File: config.mk
export PLATFORM = sky130hd
export DESIGN_NAME = mem_port_arbiter
export DESIGN_NICKNAME = d
export VERILOG_FILES = /design/src/rtl/mem_port_arbiter.sv
export SDC_FILE = /design/constraint.sdc
export NUM_CORES = 1
export LEC_CHECK = 0
export ABC_AREA = 1
export BUFFER_PORTS_ARGS = -buffer_cell sky130_fd_sc_hd__buf_2
export CORE_AREA = 2 2 273 275
export CTS_CLUSTER_DIAMETER = 30
export DETAILED_ROUTE_END_ITERATION = 6
export DIE_AREA = 0 0 275 277
export PLACE_DENSITY_LB_ADDON = 0.08
export SLEW_MARGIN = 30
export SYNTH_ARGS = -nofsm -noshare
export SYNTH_HDL_FRONTEND = slang
export SYNTH_SLANG_ARGS = --single-unit
File: constraint.sdc
create_clock -name clk -period 1.55 [get_ports clk]
set_input_delay 0.465 -clock clk [delete_from_list [all_inputs] [get_ports clk]]
set_output_delay 0.465 -clock clk [all_outputs]
set_load 0.02 [all_outputs]
File: src/rtl/mem_port_arbiter.sv
`default_nettype none
// ============================================================================
// mem_port_arbiter
//   Shares one physical-memory port between the I-cache and D-cache miss paths.
//   D-side has priority; optional starvation guard via ARB_STARVE_GUARD_EN.
//   Revision: 1.0
// ============================================================================
module mem_port_arbiter #(
    parameter int ADDR_WIDTH   = 16,
    parameter int LINE_WIDTH   = 128,
    parameter int STARVE_LIMIT = 4
) (
    input  logic                  clk,
    input  logic                  reset_n,

    input  logic                  i_read,
    input  logic [ADDR_WIDTH-1:0] i_address,
    output logic [LINE_WIDTH-1:0] i_rdata,
    output logic                  i_resp,

    input  logic                  d_read,
    input  logic                  d_write,
    input  logic [ADDR_WIDTH-1:0] d_address,
    input  logic [LINE_WIDTH-1:0] d_wdata,
    output logic [LINE_WIDTH-1:0] d_rdata,
    output logic                  d_resp,

    output logic                  pmem_read,
    output logic                  pmem_write,
    output logic [ADDR_WIDTH-1:0] pmem_address,
    output logic [LINE_WIDTH-1:0] pmem_wdata,
    input  logic [LINE_WIDTH-1:0] pmem_rdata,
    input  logic                  pmem_resp
);

    localparam logic [1:0] ST_IDLE    = 2'd0;
    localparam logic [1:0] ST_SERVE_I = 2'd1;
    localparam logic [1:0] ST_SERVE_D = 2'd2;

    if (STARVE_LIMIT < 1) begin : g_limit_check
        $error("STARVE_LIMIT must be at least 1");
    end

    logic [1:0]            state_q, state_d;
    logic [ADDR_WIDTH-1:0] addr_q, addr_d;
    logic                  rd_q, rd_d;
    logic                  wr_q, wr_d;
    logic [LINE_WIDTH-1:0] wdata_q, wdata_d;

    logic                  grant_i;
    logic                  grant_d;
    logic                  starve_hit;
    logic                  serving;

`ifdef ARB_STARVE_GUARD_EN
    localparam int                CNT_W   = $clog2(STARVE_LIMIT + 1);
    localparam logic [CNT_W-1:0]  CNT_MAX = CNT_W'(STARVE_LIMIT);

    logic [CNT_W-1:0] starve_q, starve_d;

    assign starve_hit = (starve_q == CNT_MAX);

    // Counts D grants that bypassed a waiting I request; saturates at the limit.
    always_comb begin
        starve_d = starve_q;
        if (grant_i) begin
            starve_d = '0;
        end else if (grant_d) begin
            if (!i_read) begin
                starve_d = '0;
            end else if (starve_q != CNT_MAX) begin
                starve_d = starve_q + CNT_W'(1);
            end
        end
    end

    always_ff @(posedge clk or negedge reset_n) begin
        if (!reset_n) begin
            starve_q <= '0;
        end else begin
            starve_q <= starve_d;
        end
    end
`else
    assign starve_hit = 1'b0;
`endif

    always_comb begin
        state_d = state_q;
        addr_d  = addr_q;
        rd_d    = rd_q;
        wr_d    = wr_q;
        wdata_d = wdata_q;
        grant_i = 1'b0;
        grant_d = 1'b0;

        case (state_q)
            ST_IDLE: begin
                if (i_read && starve_hit) begin
                    grant_i = 1'b1;
                end else if (d_read || d_write) begin
                    grant_d = 1'b1;
                end else if (i_read) begin
                    grant_i = 1'b1;
                end
            end
            ST_SERVE_I, ST_SERVE_D: begin
                if (pmem_resp) begin
                    state_d = ST_IDLE;
                end
            end
            default: state_d = ST_IDLE;
        endcase

        // A simultaneous read+write from D resolves to a write.
        if (grant_d) begin
            state_d = ST_SERVE_D;
            addr_d  = d_address;
            wr_d    = d_write;
            rd_d    = ~d_write;
            wdata_d = d_wdata;
        end else if (grant_i) begin
            state_d = ST_SERVE_I;
            addr_d  = i_address;
            wr_d    = 1'b0;
            rd_d    = 1'b1;
        end
    end

    always_ff @(posedge clk or negedge reset_n) begin
        if (!reset_n) begin
            state_q <= ST_IDLE;
            addr_q  <= '0;
            rd_q    <= 1'b0;
            wr_q    <= 1'b0;
            wdata_q <= '0;
        end else begin
            state_q <= state_d;
            addr_q  <= addr_d;
            rd_q    <= rd_d;
            wr_q    <= wr_d;
            wdata_q <= wdata_d;
        end
    end

    assign serving      = (state_q != ST_IDLE);
    assign pmem_read    = rd_q & serving;
    assign pmem_write   = wr_q & serving;
    assign pmem_address = addr_q;
    assign pmem_wdata   = wdata_q;

    // Responses only exist while the owner is being served; stray pmem_resp is dropped.
    assign i_resp  = pmem_resp & (state_q == ST_SERVE_I);
    assign d_resp  = pmem_resp & (state_q == ST_SERVE_D);
    assign i_rdata = i_resp ? pmem_rdata : '0;
    assign d_rdata = d_resp ? pmem_rdata : '0;

endmodule
`default_nettype wire
# After elaboration in Yosys (flattened, before gate mapping)

Cells that the tools add are included.

Register bits: 148
Input port bits: 294
Output and inout bits: 404
Logic and storage cells: 37

Equality and inequality tests: 4
Mux-type cells: 17
Bitwise logic cells: 5
Reductions and logical operators: 6

Operators with widths:

| operator                                                               | number |
|---|---|
| 128-bit 2-to-1 mux                                                     | 2 |
| 16-bit 2-to-1 mux                                                      | 2 |
| 1-bit 2-to-1 mux                                                       | 9 |
| 2-bit 2-to-1 mux                                                       | 3 |
| 1-bit AND                                                              | 4 |
| 4-bit != test (second input constant)                                  | 1 |
| 2-bit one-hot mux with 2 select lines                                  | 1 |
| 2-bit nonzero test                                                     | 2 |
| 3-bit != test (second input constant)                                  | 1 |
| 2-bit by 1-bit equality test with 1-bit output (second input constant) | 1 |
| 2-bit equality test (second input constant)                            | 1 |
| 2-bit logical NOT                                                      | 1 |
| 2-bit AND reduction                                                    | 1 |
| 2-bit OR reduction                                                     | 1 |
| 1-bit logical OR                                                       | 1 |
| 1-bit inverter                                                         | 1 |

# Depth between registers and ports, before layout

Gate-level depths: netlist of the first run.

Word-level depth: 5
Mapped depth: 9
Gate-level depth less buffers: 9

# Worst setup path after synthesis of the first run

Ideal clock, no wire load.

Path kind: register to output
Start point: reg state_q[0]
End point: out d_rdata[68]
Data arrival time: 1.344 ns
Required time: 1.085 ns
Setup slack: -0.259 ns
Stages on the path, launching flop included: 7
Buffers on the path: 2
Path through: dfrtp_1 > inv_1 > ha_1 > nand2_1 > clkbuf_1 > clkbuf_1 > nor2_1

Word-level cells in the longest chain between the ends: 3

RTL lines:

| what                   | RTL line | RTL |
|---|---|---|
| from (decl)            | 44       | `logic [1:0] state_q, state_d;` |
| from (signal assigned) | 138      | `state_q <= state_d;` |
| 2-bit equality test    | 154      | `assign d_resp = pmem_resp & (state_q == ST_SERVE_D);` |
| 1-bit AND              | 154      |  |
| 128-bit 2-to-1 mux     | 156      | `assign d_rdata = d_resp ? pmem_rdata : '0;` |
| to (decl)              | 25       | `output logic [LINE_WIDTH-1:0] d_rdata,` |

No other way between the ends.

# Worst setup path after layout of the first run

Start point: reg state_q[0]
End point: out d_rdata[1]

The elaborated chain is that of the path after synthesis.

==> results of run 1 <==
-- layout make-up --
| cell class | instances | area share (%) |
|---|---|---|
| timing repair buffer | 791 | 36.6 |
| multi-input combinational | 746 | 25.9 |
| sequential | 148 | 22.9 |
| tap | 969 | 7.49 |
| inverter | 155 | 3.62 |
| clock buffer | 23 | 2.95 |
| clock inverter | 7 | 0.317 |
| antenna | 13 | 0.201 |
-- layout by cell type, fill, tap and decap left out, types with 2 or more instances in the layout --
cell	netlist	layout
buf_12	0	28
nand3b_1	16	16
nand2_1	444	442
bufbuf_16	0	2
buf_6	9	144
nor2_2	0	59
buf_2	40	470
nand2_4	1	3
inv_4	0	2
inv_1	153	150
clkbuf_1	10	3
nor2_1	260	58
nand3_1	17	17
diode_2	0	13
clkinvlp_4	0	5
inv_2	2	3
clkbuf_8	0	3
nor2_4	0	143
clkbuf_16	0	26
buf_16	0	3
buf_4	2	132
dfrtp_1	148	147
-- worst paths after layout --
path / startpoint / to / slack (ns) / cells past startpoint
worst max-delay path: state_q[0]$_DFFE_PN0P_ / d_rdata[1] / -0.72 / 7
worst min-delay path: d_wdata[34] / pmem_wdata[34]$_DFFE_PN0N_ / 0.21 / 3
worst max register to register: state_q[0]$_DFFE_PN0P_ / pmem_wdata[88]$_DFFE_PN0N_ / -0.20 / 6
worst min register to register: pmem_wdata[66]$_DFFE_PN0N_ / pmem_wdata[66]$_DFFE_PN0N_ / 0.47 / 2
max in group asynchronous: reset_n / state_q[0]$_DFFE_PN0P_ / 0.55 / 3
min in group asynchronous: reset_n / pmem_wdata[28]$_DFFE_PN0N_ / 0.49 / 2
-- sequential cells by signal (all words and copies together) (netlist names) --
signal and cells:
pmem_address 16, wr_q 1, state_q 2, pmem_wdata 128, rd_q 1
-- metal layers --
| metal | wire length, um | share of wire (%) | GRT usage (%) |
|---|---|---|---|
| met3 | 4770 | 9.2 | 4.73 |
| met4 | 1150 | 2.2 | 3.59 |
| met2 | 27900 | 54 | 24.4 |
| met1 | 18000 | 35 | 12.9 |
| met5 | 144 | 0.28 | 0 |
-- what timing repair did --
action | 4_1_cts | 5_1_grt
resized for setup | 240 | 337
buffers inserted | 1 | 5
pin swaps | 0 | 4
gates cloned | 2 | 10
endpoints found under the hold margin | 19 | 0
hold buffers | 1 | 0
setup endpoints to repair | 411 | 411
-- kinds of logic after synthesis --
family | after synthesis
flops | 148
fa+ha+maj | 3
compound gates | 3
simple gates | 740
buf+inv | 218
-- critical path: cells and delay by family (launching register included) --
family / cells / cell delay (ns)
flops: 1 / 0.43
buf+inv: 4 / 0.54
fa+ha+maj: 1 / 0.18
simple gates: 2 / 0.18
-- metrics by stage --
stage / TNS (ns) / instance area [um^2] / setup WS, ns / power, mW / std cells
global route: -234.82 / 16200 / -0.823 / 27.0 / 2843
CTS: -217.99 / 14700 / -0.773 / 25.0 / 2824
detailed placement: -88.37 / 13400 / -0.340 / 20.4 / 2790
floorplan: -30.37 / 8280 / -0.178 / 14.3 / 1112
finish: -186.32 / 16200 / -0.720 / 25.1 / 2852
global placement: -90.62 / 13400 / -0.336 / 20.4 / 2790
-- report_power, final --
group | leakage (nW) | internal (mW) | switching (mW)
clock network | 0.244 | 2.16 | 1.75
registers | 1.81 | 5.77 | 0.991
logic | 6.82 | 5.24 | 9.16
total | 8.87 | 13.2 | 11.9
==> impl_results.md, run 1 <==
* Status: finished with violations
* Violated checks: negative setup slack
* Final hold vios at 0
* Storage cell area at 3700 um^2
* Synth Warn # at 0
* FP Rows at 100
* CP max FO at 15
* Post-synthesis register bit count at 148
* Area contributors post-synth: dfrtp_1 (49%), nand2_1 (22%), nor2_1 (13%)
* CP Capture Type: primary output
* Vias in the first global route at 9779
* Max VDD drop at 0.780 mV
* Slew @ Worst Pin at 0.613 ns
* CTS Root Cell: clkbuf_16
* Crit path launch type: flop
* Largest family of logic cells by synthesized area: simple AND/OR/NAND/NOR gates
* Worst path required time at 1.08 ns
* Ys async rst share at 100%
* Top cell type's share of synthesized area at 48.9%
* Critical Path, Cell by Cell: inv_2, ha_2, nand2_4, buf_12, buf_12, nor2_1, buf_4
* GRT Total Usage at 12.9%
* Sequential element share of the synthesized area at 48.9%
* RSZ-0062 raised after global routing: true
* Max-cap viol count at 0
* Synth-to-layout area growth at 114%
* P_leak at 8.87 nW
* Via count at 9701
* CTS Buffer Depth at 2
* RePlAce Congestion at 0.855
* DRT Pass-1 Iters at 4
* Top_reg_cell synth: dfrtp_1
* Reg clk slew, reported paths at 0.07 ns
* Setup ws final at -0.720 ns
* Dpl hpwl at 43300 um
* Syn Nets at 1409
* Most frequent cell after synthesis: nand2_1
* Post-synthesis cell type count at 18
* Total CTS buffers at 17
* # port buffers at 697
* Crit path largest cell delay at 0.43 ns
* Multiplexer share of the synthesized area at 0%
* Initial antenna violation count at 39
* Setup CP Type: reg -> out
* Post-synthesis adder-cell area fraction at 0.495%
* Synth Area in Compound Gates at 0.281%
* GRT Residual Overflow at 0
* Layout cells sized above 1 at 55.2%
* Fin util at 22.0%
* Worst-Skew Late Latency at 0.45 ns
* Residual DRC at 0
* CP arrival at 1.80 ns
* Fmax at 441 MHz
* Drt wl/cell at 18.2 um
* Die width at 275 um
* Layout Nets at 2156
* Die Footprint at 76200 um^2
* Relative slew margins at 59.1%
* Initial Util at 10.3%
* Synthesized area at 7580 um^2
* XOR/XNOR Fraction of Synth Area at 0%
* Average size of a mapped cell at 6.81 um^2
* Post-DRT Antenna Nets at 0
* Multi-input gate area at 4200 um^2
* Clk_skew at 0.0110 ns
* Minimum clock period at 2.27 ns
* Most used cell, CP: buf_12
* Post-synth top cells: nand2_1 (444), nor2_1 (260), inv_1 (153), dfrtp_1 (148), buf_2 (40)
* Post-route clock period utilization at 146%
* Largest net degree at the start of global routing at 51
* Yosys top cell by area: dfrtp_1
* Post-Synthesis Cells at 1112
* Clk sink count at 148
* Final WL at 51900 um
* I/O pin cnt at 698
* DR vias/cell at 3.40
* Post-synthesis simple-gate area fraction at 37.9%
* Final Max Tran Viols at 0
* CTS tree: built
* H-tree levels at 4
* Iter 0 DRT Violations at 359
* Die H at 277 um
* Worst Hold Slack at 0.209 ns
* Worst path slowest cell: dfrtp_2
* Setup violators final at 408
* Global-route wire length before repair at 70100 um
* Number of enable flip-flop cells after synthesis at 0
* Core Box Area at 73600 um^2
* Worst Hold Class: in -> reg
* FILL cells at 8341
* Power density over the cells at 1550 nW/um^2
Power figures use the tool's default switching activity.
==> run 2, diff against run 1 <==
- MAX_ROUTING_LAYER: unset -> met4
==> run 2 against run 1 <==
Against the previous run:
- the run still ends with negative setup slack left
- clock-buffer cell count unchanged
- combinational power about the same
- non-clock buffer count rose by 1
- highest routed layer is now met4
- final cell count increased by 0.28%
- global-route usage rose by 0.38 points
- largest power group unchanged
==> impl_results.md, run 2 (synthesis gave the netlist of run 1 again) <==
* Crit path launch type: flop (unchanged)
* Worst Hold Class: in -> reg (unchanged)
* Residual DRC at 0 (unchanged)
* Drt wl/cell at 18.2 um (about the same)
* Dpl hpwl at 43300 um (unchanged)
* Global-route wire length before repair at 70000 um (was 70100 um)
* Power, Total at 25.2 mW (was 25.1 mW)
* Core Box Area at 73600 um^2 (unchanged)
* Initial antenna violation count at 38 (was 39)
* Worst path required time at 1.08 ns (about the same)
* Die H at 277 um (unchanged)
* Final WL at 51900 um (about the same)
* Worst-Skew Late Latency at 0.45 ns (about the same)
* GRT Total Usage at 13.2% (was 12.9%)
* DRT Pass-1 Iters at 7 (was 4)
* Critical Path, Cell by Cell: inv_2, ha_2, nand2_4, buf_12, buf_12, nor2_1, buf_4 (unchanged)
* Setup ws final at -0.724 ns (was -0.720 ns)
* RSZ-0062 raised after global routing: true (unchanged)
* H-tree levels at 4 (unchanged)
* Crit path largest cell delay at 0.43 ns (about the same)
* Synth-to-layout area growth at 117% (was 114%)
* # port buffers at 697 (unchanged)
* Fin util at 22.3% (was 22.0%)
* CTS tree: built (unchanged)
* Clk sink count at 148 (unchanged)
* Via count at 9699 (was 9701)
* DR vias/cell at 3.39 (was 3.40)
* Vias in the first global route at 9799 (was 9779)
* Max VDD drop at 0.780 mV (about the same)
* FP Rows at 100 (unchanged)
* CTS Root Cell: clkbuf_16 (unchanged)
* Iter 0 DRT Violations at 338 (was 359)
* CP arrival at 1.81 ns (was 1.80 ns)
* I/O pin cnt at 698 (unchanged)
* Setup CP Type: reg -> out (unchanged)
* Die Footprint at 76200 um^2 (unchanged)
* Max-cap viol count at 0 (unchanged)
* Power density over the cells at 1530 nW/um^2 (was 1550 nW/um^2)
* Post-DRT Antenna Nets at 0 (unchanged)
* CP Capture Type: primary output (unchanged)
* Final hold vios at 0 (unchanged)
* Commonest non-fill, non-tap cell in the layout: buf_2 (unchanged)
* GRT Residual Overflow at 0 (unchanged)
* Initial Util at 10.3% (unchanged)
* Reg clk slew, reported paths at 0.07 ns (about the same)
* RePlAce Congestion at 0.869 (was 0.855)
* Setup violators final at 408 (unchanged)
* P_leak at 8.89 nW (was 8.87 nW)
* Most frequent cells in the layout: buf_2 (450), nand2_1 (442), buf_6 (163) (was buf_2 (470), nand2_1 (442), inv_1 (150))
* Final Max Tran Viols at 0 (unchanged)
* Fmax at 440 MHz (was 441 MHz)
* Minimum clock period at 2.27 ns (about the same)
* Worst path slowest cell: dfrtp_2 (unchanged)
* CP max FO at 15 (unchanged)
* Violated checks: negative setup slack (unchanged)
* Post-route clock period utilization at 147% (was 146%)
* Slew @ Worst Pin at 0.615 ns (was 0.613 ns)
* FILL cells at 8305 (was 8341)
* Total CTS buffers at 17 (unchanged)
* Die width at 275 um (unchanged)
* Most used cell, CP: buf_12 (unchanged)
* Clk_skew at 0.0124 ns (was 0.0110 ns)
* Layout cells sized above 1 at 55.6% (was 55.2%)
* CTS Buffer Depth at 2 (unchanged)
* Relative slew margins at 59.0% (was 59.1%)
* Status: finished with violations (unchanged)
* Largest net degree at the start of global routing at 51 (unchanged)
* Layout Nets at 2157 (was 2156)
* Worst Hold Slack at 0.204 ns (was 0.209 ns)
* Max FFs per register at 128 (unchanged)
-- run 2: cell count changes in the layout (fill, tap and decap cells not counted), sizes merged --
cell	change
diode	+7
buf	+1
bufbuf	-1
clkbuf	+1
-- run 2: final timing paths --
kind / start / end / slack, ns / cells past startpoint
max reg2reg: state_q[0]$_DFFE_PN0P_ / pmem_wdata[88]$_DFFE_PN0N_ / -0.20 / 6
min reg2reg: pmem_wdata[66]$_DFFE_PN0N_ / pmem_wdata[66]$_DFFE_PN0N_ / 0.47 / 2
min in group asynchronous: reset_n / pmem_wdata[28]$_DFFE_PN0N_ / 0.48 / 2
max in group asynchronous: reset_n / state_q[0]$_DFFE_PN0P_ / 0.56 / 3
min: d_wdata[106] / pmem_wdata[106]$_DFFE_PN0N_ / 0.20 / 3
max: state_q[0]$_DFFE_PN0P_ / d_rdata[25] / -0.72 / 7
-- run 2: where the power goes --
group          total, mW  internal (mW)  leakage [nW]  switching (mW)
combinational       14.5           5.29          6.84            9.20
sequential          6.75           5.77          1.81           0.983
clock               3.92           2.16         0.244            1.76
-- run 2: layout make-up --
type	count	area, um^2	area share [%]
antenna	20	50.0	0.304
clock buffer	23	478	2.91
clock inverter	7	51.3	0.312
inverter	155	587	3.57
multi-input combinational	746	4260	25.9
sequential	148	3700	22.5
tap	969	1210	7.37
timing repair buffer	792	6090	37.1
-- run 2: metal layers --
| layer | track usage, % | share of wire (%) | up-vias |
|---|---|---|---|
| met1 | 13.0 | 36 | 4460 |
| met5 | - | 0 | - |
| met3 | 4.66 | 8.4 | 74 |
| met4 | 3.51 | 2.1 | 0 |
| met2 | 24.4 | 54 | 433 |
| li1 | - | - | 4732 |
-- run 2: worst max-delay path, delay by kind of cell, from the launching register on --
kind / cells / cell delay, ns
AND/OR/NAND/NOR: 2 / 0.19
flip-flops: 1 / 0.43
buffers and inverters: 4 / 0.55
adder cells (fa/ha/maj): 1 / 0.18
-- run 2: repair_timing --
| item | in CTS | in global routing |
|---|---|---|
| setup endpoints to repair | 411 | 411 |
| hold endpoints to repair | 19 | 0 |
| buffers inserted | 1 | 6 |
| cloned | 2 | 10 |
| gates resized for setup | 240 | 403 |
| pin swaps | 0 | 5 |
| hold buffers | 1 | 0 |
-- run 2: through the flow --
stage / cell area, um^2 / setup TNS, ns / std cells / setup slack [ns]
finish: 16400 / -185.56 / 2860 / -0.724
global route: 16400 / -233.85 / 2856 / -0.828
CTS: 14700 / -217.99 / 2824 / -0.773
detailed placement: 13400 / -88.37 / 2790 / -0.340
global placement: 13400 / -90.62 / 2790 / -0.336
floorplan: 8280 / -30.37 / 1112 / -0.178
==> run 3, diff against run 2 <==
- CELL_PAD_IN_SITES_DETAIL_PLACEMENT: unset -> 1
- CELL_PAD_IN_SITES_GLOBAL_PLACEMENT: unset -> 2
- CORE_AREA: 2 2 273 275 -> 2 2 272 274
- DIE_AREA: 0 0 275 277 -> 0 0 274 276
==> run 3 against run 2 <==
Against the previous run:
- via count increased by 5.9%
- worst hold slack got worse by 0.010 ns
- the flow still finishes with violations (negative setup slack)
- non-clock buffer count increased by 46
- first-iteration DRC count decreased by 29%
- clock-buffer cell count unchanged
- setup slack got worse by 0.070 ns
- total power increased by 20%
==> impl_results.md, run 3 (synthesis gave the netlist of run 1 again) <==
* I/O pin cnt at 698 (unchanged)
* DR vias/cell at 3.54 (was 3.39)
* H-tree levels at 4 (unchanged)
* Area post-placement at 13300 um^2 (was 13400 um^2)
* CTS tree: built (unchanged)
* Die H at 276 um (was 277 um)
* Post-DRT Antenna Nets at 0 (unchanged)
* Minimum clock period at 2.34 ns (was 2.27 ns)
* Reg power frac at 22.3% (was 26.8%)
* CP Capture Type: primary output (unchanged)
* Largest net degree at the start of global routing at 48 (was 51)
* Layout Nets at 2210 (was 2157)
* Launching point of the worst reg2reg path: state_q[1]$_DFFE_PN0P_ (was state_q[0]$_DFFE_PN0P_)
* Drt wl/cell at 21.5 um (was 18.2 um)
* Die Footprint at 75600 um^2 (was 76200 um^2)
* CP Buf/Inv Count at 4 (unchanged)
* Reg-to-reg endpoint: pmem_wdata[35]$_DFFE_PN0N_ (was pmem_wdata[88]$_DFFE_PN0N_)
* RePlAce Congestion at 0.910 (was 0.869)
* Slew @ Worst Pin at 0.609 ns (was 0.615 ns)
* GRT Residual Overflow at 0 (unchanged)
* Critical Path, Cell by Cell: buf_12, ha_4, buf_6, nand2_8, clkbuf_16, nor2_1, buf_4 (was inv_2, ha_2, nand2_4, buf_12, buf_12, nor2_1, buf_4)
* Post-Place Worst Slack at -0.409 ns (was -0.340 ns)
* Final hold vios at 0 (unchanged)
* # port buffers at 697 (unchanged)
* Crit path launch type: flop (unchanged)
* Post-route clock period utilization at 151% (was 147%)
* RSZ-0062 raised after global routing: true (unchanged)
* CTS Root Cell: clkbuf_16 (unchanged)
* Crit path largest cell delay at 0.44 ns (was 0.43 ns)
* Hold Crit Endpoint: pmem_wdata[23]$_DFFE_PN0N_ (was pmem_wdata[106]$_DFFE_PN0N_)
* Worst-Skew Late Latency at 0.46 ns (was 0.45 ns)
* Worst path slowest cell: dfrtp_2 (unchanged)
* Clock share of power at 13.8% (was 15.6%)
* CP arrival at 1.88 ns (was 1.81 ns)
* Power, Total at 30.3 mW (was 25.2 mW)
* Delay-heaviest family, CP: buffers and inverters (unchanged)
* Commonest non-fill, non-tap cell in the layout: buf_2 (unchanged)
* Reg2Reg Setup Slack at -0.41 ns (was -0.20 ns)
* Iter 0 DRT Violations at 241 (was 338)
* CP max FO at 7 (was 15)
* P_leak at 9.67 nW (was 8.89 nW)
* Vias in the first global route at 10200 (was 9799)
* Core Box Area at 72600 um^2 (was 73600 um^2)
* Via count at 10300 (was 9699)
* DRT Pass-1 Iters at 4 (was 7)
* Logic gate share of total power at 63.9% (was 57.6%)
* Sw Share at 46.5% (was 47.5%)
* Final Max Tran Viols at 0 (unchanged)
* Worst reg2reg path depth at 13 (was 6)
* Setup CP Type: reg -> out (unchanged)
* DR WL met2 at 34500 um (was 28000 um)
* Final WL at 62400 um (was 51900 um)
* Total CTS buffers at 17 (unchanged)
* Setup TNS at -242.69 ns (was -185.56 ns)
* Global-route wire length before repair at 76300 um (was 70000 um)
* Initial Util at 10.4% (was 10.3%)
* Worst Hold Slack at 0.194 ns (was 0.204 ns)
* Fmax at 427 MHz (was 440 MHz)
* Met3 wire len at 5050 um (was 4380 um)
* Status: finished with violations (unchanged)
* GRT Total Usage at 14.5% (was 13.2%)
* Finished Cell Area at 18400 um^2 (was 16400 um^2)
* Most frequent cells in the layout: buf_2 (452), nand2_1 (377), buf_6 (221) (was buf_2 (450), nand2_1 (442), buf_6 (163))
* CTS Buffer Depth at 2 (unchanged)
* Dpl hpwl at 45500 um (was 43300 um)
* P_sw at 14.1 mW (was 11.9 mW)
* DR top layer: met4 (unchanged)
* Worst Hold Class: in -> reg (unchanged)
* FP Rows at 99 (was 100)
* Setup violators final at 408 (unchanged)
* Clk sink count at 148 (unchanged)
* Int Power at 16.2 mW (was 13.2 mW)
* Residual DRC at 0 (unchanged)
* Violated checks: negative setup slack (unchanged)
* Met1 wire length at 21400 um (was 18500 um)
* Power density over the cells at 1640 nW/um^2 (was 1530 nW/um^2)
* Die width at 274 um (was 275 um)
* Min-Delay Startpoint: d_wdata[23] (was d_wdata[106])
* Hold depth at 3 (unchanged)
* Relative slew margins at 59.4% (was 59.0%)
* Clk_skew at 0.0106 ns (was 0.0124 ns)
* Max FFs per register at 128 (unchanged)
* Max VDD drop at 0.854 mV (was 0.780 mV)
* Max-cap viol count at 0 (unchanged)
* Worst path required time at 1.08 ns (about the same)
* FILL cells at 8567 (was 8305)
* Setup ws final at -0.793 ns (was -0.724 ns)
* Synth-to-layout area growth at 143% (was 117%)
* Layout cells sized above 1 at 62.2% (was 55.6%)
* Reg clk slew, reported paths at 0.07 ns (about the same)
* Initial antenna violation count at 31 (was 38)
-- run 3: cell types whose count changed in the layout (fill, tap and decap cells not counted), sizes merged --
cell | previous run | this run
bufinv | 0 | 1
inv | 156 | 157
clkinv | 1 | 7
buf | 779 | 801
clkbuf | 34 | 59
clkinvlp | 5 | 1
bufbuf | 1 | 0
diode | 20 | 19
nand2 | 447 | 451
-- run 3: per-layer routing --
layer  up-vias  track usage [%]
met2       423             26.4
met5         -                -
li1       4854                -
met1      4914             14.1
met3        80             5.64
met4         0             4.33
-- run 3: final cells by class --
| cell class | instances | area, um^2 | area share [%] |
|---|---|---|---|
| antenna | 19 | 47.5 | 0.258 |
| clock buffer | 23 | 478 | 2.59 |
| clock inverter | 8 | 75.1 | 0.408 |
| inverter | 155 | 611 | 3.31 |
| multi-input combinational | 750 | 4840 | 26.3 |
| sequential | 148 | 3700 | 20.1 |
| tap | 959 | 1200 | 6.51 |
| timing repair buffer | 838 | 7430 | 40.3 |
| timing repair inverter | 3 | 43.8 | 0.238 |
-- run 3: worst max-delay path by stage --
stage	start	to	slack, ns	cells past startpoint
global route	state_q[1]$_DFFE_PN0P_	d_rdata[33]	-0.86	7
floorplan	state_q[0]$_DFFE_PN0P_	d_rdata[100]	-0.18	6
CTS	state_q[1]$_DFFE_PN0P_	i_rdata[62]	-0.81	7
finish	state_q[1]$_DFFE_PN0P_	d_rdata[53]	-0.79	7
detailed placement	state_q[0]$_DFFE_PN0P_	d_rdata[99]	-0.41	6
global placement	state_q[0]$_DFFE_PN0P_	d_rdata[28]	-0.40	6
-- run 3: worst min-delay path: cells and delay by family --
kind | cells | cell delay, ns
and+or+nand+nor | 2 | 0.08
buffers and inverters | 1 | 0.07
-- run 3: what timing repair did --
action / CTS / global route
hold buffers: 1 / 0
endpoints found under the hold margin: 16 / 0
gates resized for setup: 199 / 711
gates cloned: 3 / 57
buffers inserted: 5 / 25
setup endpoints to repair: 407 / 408
pin swaps: 1 / 26
-- run 3: per-stage QoR --
stage,std cells,utilization [%]
floorplan,1112,-
global placement,2764,18.3
detailed placement,2764,18.3
CTS,2804,20.1
global route,2897,25.4
finish,2903,25.4
-- run 3: power groups by stage --
stage / registers [mW] / logic [mW] / clock network [mW]
after global routing: 7.05 / 20.8 / 4.51
after detailed placement: 6.77 / 13.6 / 0
after floorplan: 9.07 / 5.23 / 0
after global placement: 6.75 / 13.6 / 0
final: 6.77 / 19.4 / 4.18
after CTS: 6.78 / 14.2 / 4.39
